$ cat config.mk
export PLATFORM = sky130hd
export DESIGN_NAME = uart_rx_sampler
export DESIGN_NICKNAME = d
export VERILOG_FILES = /design/src/rtl/uart_rx_sampler.sv
export SDC_FILE = /design/constraint.sdc
export NUM_CORES = 1
export LEC_CHECK = 0
export CORE_ASPECT_RATIO = 1.75
export CORE_UTILIZATION = 40
export CTS_BUF_LIST = sky130_fd_sc_hd__clkbuf_4
export DETAILED_ROUTE_END_ITERATION = 6
export GPL_ROUTABILITY_DRIVEN = 0
export PLACE_DENSITY_LB_ADDON = 0.2
export SLEW_MARGIN = 20
export SYNTH_ARGS = -nofsm -noshare
export SYNTH_HDL_FRONTEND = slang
export SYNTH_SLANG_ARGS = --single-unit
export TNS_END_PERCENT = 10
$ cat constraint.sdc
create_clock -name UCLK -period 4.73 [get_ports UCLK]
set_input_delay 0.946 -clock UCLK [delete_from_list [all_inputs] [get_ports UCLK]]
set_output_delay 0.946 -clock UCLK [all_outputs]
set_load 0.03 [all_outputs]
$ cat src/rtl/uart_rx_sampler.sv
// ---------------------------------------------------------------------------
// uart_rx_sampler
//
// Oversampling UART receiver. The serial line is synchronised, then sampled
// by a state machine running off a free-running oversample tick. Each bit is
// sampled once, at the middle of its bit period. That point is found by
// re-centring on the middle of the start bit.
//
// Parameters
//   OVERSAMPLE : oversample ticks per bit period (even, >= 4)
//   DATA_WIDTH : data bits per frame, sent LSB first
//   BAUD_DIV   : UCLK cycles per oversample tick (>= 2)
//
// Ports
//   UCLK       : clock, all state updates on the rising edge
//   reset      : asynchronous active-low reset
//   rx         : asynchronous serial input, idle high
//   rx_dout    : last correctly framed word
//   rx_done_tk : one-cycle pulse when rx_dout is updated (FIFO write strobe)
//   frame_err  : one-cycle pulse when the stop bit is sampled low
//   busy       : high whenever a frame is in progress (state not IDLE)
// ---------------------------------------------------------------------------
module uart_rx_sampler #(
    parameter int OVERSAMPLE = 16,
    parameter int DATA_WIDTH = 8,
    parameter int BAUD_DIV   = 54
) (
    input  logic                  UCLK,
    input  logic                  reset,
    input  logic                  rx,
    output logic [DATA_WIDTH-1:0] rx_dout,
    output logic                  rx_done_tk,
    output logic                  frame_err,
    output logic                  busy
);

    localparam int SW = $clog2(OVERSAMPLE);
    localparam int NW = (DATA_WIDTH > 1) ? $clog2(DATA_WIDTH) : 1;
    localparam int TW = $clog2(BAUD_DIV);

    localparam logic [1:0] ST_IDLE  = 2'd0;
    localparam logic [1:0] ST_START = 2'd1;
    localparam logic [1:0] ST_DATA  = 2'd2;
    localparam logic [1:0] ST_STOP  = 2'd3;

    localparam logic [SW-1:0] S_HALF = SW'(OVERSAMPLE / 2 - 1);
    localparam logic [SW-1:0] S_LAST = SW'(OVERSAMPLE - 1);
    localparam logic [NW-1:0] N_LAST = NW'(DATA_WIDTH - 1);
    localparam logic [TW-1:0] T_LAST = TW'(BAUD_DIV - 1);

    logic                  rx_meta;
    logic                  rx_s;
    logic [TW-1:0]         tick_cnt;
    logic                  tick;
    logic [1:0]            state;
    logic [SW-1:0]         s;
    logic [NW-1:0]         n;
    logic [DATA_WIDTH-1:0] shift_reg;

    // Two-flop synchroniser. Both flops reset to the idle level so that a
    // reset release cannot look like a start-bit falling edge.
    always_ff @(posedge UCLK or negedge reset) begin
        if (!reset) begin
            rx_meta <= 1'b1;
            rx_s    <= 1'b1;
        end else begin
            rx_meta <= rx;
            rx_s    <= rx_meta;
        end
    end

    // Free-running oversample tick generator. It is never re-aligned to the
    // line. Start-bit centring absorbs the phase error, which is at most one tick.
    always_ff @(posedge UCLK or negedge reset) begin
        if (!reset) begin
            tick_cnt <= '0;
        end else if (tick_cnt == T_LAST) begin
            tick_cnt <= '0;
        end else begin
            tick_cnt <= tick_cnt + TW'(1);
        end
    end

    assign tick = (tick_cnt == T_LAST);

    // Frame state machine. IDLE reacts to the falling edge on any cycle;
    // every other transition waits for a tick. START checks the line again at
    // mid-bit to reject glitches. After that, s restarts at 0, so each later
    // sample at s == OVERSAMPLE-1 falls in the middle of its bit.
    // The output pulses default low, so each one lasts exactly one cycle.
    always_ff @(posedge UCLK or negedge reset) begin
        if (!reset) begin
            state      <= ST_IDLE;
            s          <= '0;
            n          <= '0;
            shift_reg  <= '0;
            rx_dout    <= '0;
            rx_done_tk <= 1'b0;
            frame_err  <= 1'b0;
        end else begin
            rx_done_tk <= 1'b0;
            frame_err  <= 1'b0;
            case (state)
                ST_IDLE: begin
                    if (!rx_s) begin
                        state <= ST_START;
                        s     <= '0;
                    end
                end
                ST_START: begin
                    if (tick) begin
                        if (s == S_HALF) begin
                            s <= '0;
                            n <= '0;
                            if (!rx_s) begin
                                state <= ST_DATA;
                            end else begin
                                state <= ST_IDLE;
                            end
                        end else begin
                            s <= s + SW'(1);
                        end
                    end
                end
                ST_DATA: begin
                    if (tick) begin
                        if (s == S_LAST) begin
                            s         <= '0;
                            shift_reg <= {rx_s, shift_reg[DATA_WIDTH-1:1]};
                            if (n == N_LAST) begin
                                state <= ST_STOP;
                            end else begin
                                n <= n + NW'(1);
                            end
                        end else begin
                            s <= s + SW'(1);
                        end
                    end
                end
                ST_STOP: begin
                    if (tick) begin
                        if (s == S_LAST) begin
                            state <= ST_IDLE;
                            s     <= '0;
                            if (rx_s) begin
                                rx_dout    <= shift_reg;
                                rx_done_tk <= 1'b1;
                            end else begin
                                frame_err  <= 1'b1;
                            end
                        end else begin
                            s <= s + SW'(1);
                        end
                    end
                end
                default: begin
                    state <= ST_IDLE;
                end
            endcase
        end
    end

    assign busy = (state != ST_IDLE);

endmodule

==> results of run 1 <==
==> stage by stage <==
stage | util (%) | std cells | cell area (sq um) | setup WS (ns)
floorplan | - | 130 | 1590 | 2.79
global placement | 45.7 | 185 | 1750 | 2.16
detailed placement | 45.7 | 185 | 1750 | 2.10
CTS | 47.8 | 193 | 1830 | 1.72
global route | 47.8 | 193 | 1830 | 1.50
finish | 47.8 | 193 | 1830 | 1.72
==> area by class of cell <==
cell class / count / area (sq um)
inverter: 2 / 7.51
tap: 48 / 60.1
clock inverter: 3 / 42.5
timing repair buffer: 14 / 138
fill: 367 / 2000
sequential: 35 / 878
clock buffer: 5 / 37.5
multi-input combinational: 86 / 666
==> cells in the mapped netlist (2+ instances only) <==
cell / count / share of area (%)
a21o_1: 2 / 0.94
a2bb2oi_1: 2 / 1.1
a31oi_1: 2 / 0.79
and3_1: 4 / 1.6
buf_2: 3 / 0.94
clkbuf_1: 2 / 0.47
dfrtp_1: 33 / 52
dfstp_2: 2 / 3.3
ha_1: 5 / 3.9
mux2_2: 16 / 11
nand2_1: 8 / 1.9
nand3_1: 6 / 1.9
nand4_1: 3 / 1.2
nor2_1: 10 / 2.4
o21ai_0: 4 / 1.3
xnor2_1: 2 / 1.1
xor2_1: 2 / 1.1
==> final timing paths <==
check / depth (start not counted) / startpoint / end / slack, ns
max: 3 / state[0]$_DFFE_PN0P_ / busy / 1.72
min reg2reg: 0 / rx_meta$_DFF_PN1_ / rx_s$_DFF_PN1_ / 0.37
max reg2reg: 5 / s[0]$_DFFE_PN0P_ / rx_dout[0]$_DFFE_PN0P_ / 2.44
min in group asynchronous: 2 / reset / s[1]$_DFFE_PN0P_ / 1.01
min: 0 / rx_meta$_DFF_PN1_ / rx_s$_DFF_PN1_ / 0.37
max in group asynchronous: 2 / reset / rx_meta$_DFF_PN1_ / 3.38
==> layer usage <==
layer | wire (um) | part of all wire [%] | global-route usage (%)
met1 | 1190 | 43 | 18.6
met2 | 1460 | 52 | 26.4
met3 | 76 | 2.7 | 4.66
met4 | 72 | 2.6 | 10.4
met5 | 0 | 0 | 0
==> cells by family (layout without fill, tap and decap cells) <==
logic type / Yosys count / after routing / synth area share (%)
adder cells (fa/ha/maj): 5 / 5 / 3.93
AND/OR/NAND/NOR: 42 / 42 / 15.6
multiplexers: 16 / 16 / 11.3
flip-flops: 35 / 35 / 55.1
AO/OA/AOI/OAI: 19 / 19 / 8.80
buffers and inverters: 9 / 24 / 3.06
XOR/XNOR: 4 / 4 / 2.20
==> power groups by stage <==
stage / Sequential [mW] / Clock [mW] / Combinational, mW
floorplan: 0.307 / 0 / 0.000272
global placement: 0.307 / 0 / 0.00836
detailed placement: 0.308 / 0 / 0.00859
CTS: 0.302 / 0.222 / 0.00866
global route: 0.302 / 0.238 / 0.00967
finish: 0.302 / 0.214 / 0.00805
==> impl_results.md, run 1 <==
- Residual DRC: 0
- Antenna Nets Post-Route: 0
- Total Routing Usage GR: 16.4%
- Yosys Warn Count: 0
- Power Internal: 414 uW
- Psw: 110 uW
- Clk sinks: 35
- CP top delay family: buffers and inverters
- Die area: 4250 sq um
- Ys flop type: dfrtp_1
- Maxcap violations: 0
- Slew headroom: 41.8%
- DR pass1 iterations: 4
- Post-Synthesis Cells: 130
- Setup violators final: 0
- Overall Power: 524 uW
- Root Buffer: clkbuf_4
- WP buf/inv: 2
- Row count: 30
- Vias per inst: 5.39
- First-pass GRT wire length: 5150 um
- Initial DRC count: 29
- Initial antenna violation count: 0
- Commonest non-fill, non-tap cell in the layout: dfrtp_1
- CP arrival: 2.07 ns
- Synthesized cell area: 1590 sq um
- Post-CTS setup buffers: 0
- Post-synth ARST share: 100%
- Synthesized area per cell: 12.3 sq um
- Final worst path period share: 63.7%
- Fin crit period: 3.01 ns
- Post-synth EDFFs: 0
- Worst-path cell chain: nor2_1 > inv_2 > clkdlybuf4s50_1
- Worst hold margin: 0.370 ns
- Setup Skew: 0.0109 ns
- Status: complete, no violations
- CTS resizes: 0
- Slowest Stage Delay on Critical Path: 0.62 ns
- Reg power frac: 57.6%
- Total CTS buffers: 5
- Die Y: 85.5 um
- Worst min-delay path category: reg -> reg
- Clk slew on worst S/H paths: 0.11 ns
- Final #Nets: 152
- H-tree levels: 2
- Die X: 49.7 um
- Area growth syn-to-layout: 14.8%
- Slew @ Worst Pin: 0.870 ns
- Fmax: 332 MHz
- Synth unique cells: 41
- Remaining Overflow, GRT: 0
- Comb pwr share: 1.5%
- DR vias: 1040
- Clk pwr share: 40.9%
- Setup TNS: 0 ns
- Pwr dens: 286 nW/um^2
- Crit path required time: 3.78 ns
- Endpoint class of the critical path: output pin
- Share of post-route cells with drive strength above 1: 21.4%
- WL final: 2800 um
- Maximum buffer depth of the clock tree: 2
- Core area: 3830 sq um
- Setup repair after global routing missed its margin: false
- Max VDD drop: 0.203 mV
- Largest net degree at the start of global routing: 36
- Syn Nets: 138
- Count of final max-slew check failures: 0
- Post-DP HPWL: 1960 um
- Crit-path slowest cell: clkdlybuf4s50_1
- CP Launch Type: register
- Vias in the first global route: 1130
- Leakage Power: 0.861 nW
- Starting density of the core: 41.6%
- Critical path type: reg -> out
- Sequential-to-total area share from yosys stat: 55.1%
- CTS Hold Bufs: 0
- IO Count: 14
- Crit path max fanout: 12
- Most frequent cells in the layout: dfrtp_1 (33), mux2_2 (16), clkdlybuf4s50_1 (13)
- Net Sw Frac: 20.9%
- Post-synthesis register bit count: 35
- Worst-skew pair later-pin latency: 0.34 ns
- Port bufs: 13
- DR WL/cell: 14.5 um
- TritonCTS clock tree: done
- Final hold vios: 0
- Ant. Diodes: 0
(Power assumes the default switching activity.)
==> run 2: changes to the inputs <==
==> constraint.sdc (replaced) <==
create_clock -name UCLK -period 2.7 [get_ports UCLK]
set_input_delay 0.54 -clock UCLK [delete_from_list [all_inputs] [get_ports UCLK]]
set_output_delay 0.54 -clock UCLK [all_outputs]
set_load 0.03 [all_outputs]
==> run 2 against run 1 <==
Against the previous run: sequential share of layout area increased by 0.20 points; via count grew 3.8%; clock power rose by 31%; combinational power up 75%; sequential power is 75% higher; setup slack got worse by 1.6 ns; utilization fell by 0.20 points; highest routed layer unchanged.
==> impl_results.md, run 2 (same netlist as run 1, synthesis figures left out) <==
- Leakage Power: 0.861 nW (about the same)
- Fin util: 47.6% (was 47.8%)
- Most frequent cells in the layout: dfrtp_1 (33), mux2_2 (16), clkdlybuf4s50_1 (13) (unchanged)
- Share of post-route cells with drive strength above 1: 23.1% (was 21.4%)
- Status: complete, no violations (unchanged)
- FF-to-FF path depth: 5 (unchanged)
- Final hold vios: 0 (unchanged)
- Count of final max-slew check failures: 0 (unchanged)
- Remaining Overflow, GRT: 0 (unchanged)
- Setup violators final: 0 (unchanged)
- Die area: 4250 sq um (unchanged)
- Dpl ws: 0.499 ns (was 2.10 ns)
- Final worst path period share: 94.1%
- Fmax: 393 MHz
- Max VDD drop: 0.387 mV (was 0.203 mV)
- DR pass1 iterations: 5 (was 4)
- Initial DRC count: 9 (was 29)
- CP Launch Type: register (unchanged)
- CP arrival: 2.00 ns (was 2.07 ns)
- Post-CTS setup buffers: 0 (unchanged)
- CTS Hold Bufs: 0 (unchanged)
- CTS resizes: 0 (unchanged)
- DR WL/cell: 15.2 um (was 14.5 um)
- Root Buffer: clkbuf_4 (unchanged)
- Total Routing Usage GR: 16.1% (was 16.4%)
- Post-route insts no fill: 195 (was 193)
- Starting density of the core: 41.6% (unchanged)
- Cell area after layout: 1820 sq um (was 1830 sq um)
- Gr busiest metal: met2 (unchanged)
- Critical path type: reg -> out (unchanged)
- Slew headroom: 70.3% (was 41.8%)
- Maxcap violations: 0 (unchanged)
- Worst hold stages: 0 (unchanged)
- Post-DP HPWL: 2160 um (was 1960 um)
- Worst setup startpoint: state[0]$_DFFE_PN0P_ (unchanged)
- Crit path required time: 2.16 ns (was 3.78 ns)
- Vias in the first global route: 1149 (was 1130)
- Dpl cell area: 1760 sq um (was 1750 sq um)
- Setup TNS: 0 ns (unchanged)
- Total CTS buffers: 5 (unchanged)
- Worst min-delay path category: reg -> reg (unchanged)
- Met2 GRT Util: 28.9% (was 26.4%)
- Overall Power: 824 uW (was 524 uW)
- H-tree levels: 2 (unchanged)
- IO Count: 14 (unchanged)
- Worst Setup EP: busy (unchanged)
- Worst-skew pair later-pin latency: 0.33 ns (was 0.34 ns)
- Routing usage on met1: 16.1% (was 18.6%)
- Endpoint class of the critical path: output pin (unchanged)
- Crit path max fanout: 12 (unchanged)
- Row count: 30 (unchanged)
- Slew @ Worst Pin: 0.445 ns (was 0.870 ns)
- Fin crit period: 2.54 ns
- First-pass GRT wire length: 5060 um (was 5150 um)
- Ant. Diodes: 0 (unchanged)
- Vias per inst: 5.53 (was 5.39)
- Final #Nets: 154 (was 152)
- Final worst setup slack: 0.158 ns (was 1.72 ns)
- Largest net degree at the start of global routing: 36 (unchanged)
- R2R Setup Slk: 0.47 ns (was 2.44 ns)
- Clk sinks: 35 (unchanged)
- Port bufs: 13 (unchanged)
- Setup Skew: 0.0110 ns (was 0.0109 ns)
- Hold wc startpoint: rx_meta$_DFF_PN1_ (unchanged)
- Initial antenna violation count: 0 (unchanged)
- Area growth syn-to-layout: 14.4% (was 14.8%)
- WL final: 2970 um (was 2800 um)
- DR vias: 1079 (was 1040)
- Residual DRC: 0 (unchanged)
- TritonCTS clock tree: done (unchanged)
- Core area: 3830 sq um (unchanged)
- Die Y: 85.5 um (unchanged)
- Worst hold margin: 0.376 ns (was 0.370 ns)
- Antenna Nets Post-Route: 0 (unchanged)
- Clk slew on worst S/H paths: 0.11 ns (about the same)
- FF-to-FF End: rx_dout[1]$_DFFE_PN0P_ (was rx_dout[0]$_DFFE_PN0P_)
- Placed cell count: 187 (was 185)
- Pwr dens: 452 nW/um^2 (was 286 nW/um^2)
- Commonest non-fill, non-tap cell in the layout: dfrtp_1 (unchanged)
- Maximum buffer depth of the clock tree: 2 (unchanged)
- Die X: 49.7 um (unchanged)
- Filler cells: 364 (was 367)
- R2R Path Start: s[0]$_DFFE_PN0P_ (unchanged)
- Setup repair after global routing missed its margin: false (unchanged)
- Global Route met3 Usage: 3.76% (was 4.66%)
==> run 2: cell types whose count changed in the layout (fill, tap and decap cells not counted) <==
cell	change
bufinv_16	-1
clkinv_2	+1
clkinv_1	-1
clkbuf_4	+1
buf_4	+2
clkinvlp_4	+1
inv_6	-1
==> run 2: report_power, final <==
group / total [mW] / internal [mW] / leakage (nW) / switching (mW)
combinational: 0.0141 / 0.00377 / 0.366 / 0.0103
clock: 0.281 / 0.111 / 0.0317 / 0.170
sequential: 0.529 / 0.527 / 0.463 / 0.00219
total: 0.824 / 0.641 / 0.861 / 0.183
==> run 2: area by class of cell <==
| class | instances | area (sq um) | share of cell area [%] |
|---|---|---|---|
| clock inverters | 2 | 12.5 | 0.687 |
| inverters | 2 | 7.51 | 0.412 |
| well taps | 48 | 60.1 | 3.30 |
| multi-input cells | 86 | 666 | 36.5 |
| flip-flops and latches | 35 | 878 | 48.2 |
| clock buffers | 6 | 45.0 | 2.47 |
| repair buffers | 16 | 153 | 8.38 |
==> run 2: worst min path at each step <==
stage / to / slack [ns]
final: rx_s$_DFF_PN1_ / 0.38
after global routing: rx_s$_DFF_PN1_ / 0.39
after CTS: rx_s$_DFF_PN1_ / 0.38
after detailed placement: rx_s$_DFF_PN1_ / 0.36
after global placement: rx_s$_DFF_PN1_ / 0.35
after floorplan: asynchronous set/reset pin / 0.24
==> run 2: layer usage <==
layer | vias to the layer above | share of wire [%]
met5 | - | 0
met4 | 0 | 2.2
met3 | 9 | 2.8
met2 | 21 | 57
met1 | 544 | 38
li1 | 505 | -
==> run 2: critical path, cell delays in order (launching register included) <==
cell and delay, ns:
dfrtp_1 0.61, nor2_1 0.08, buf_4 0.18, inv_2 0.11
clkdlybuf4s50_1 0.69
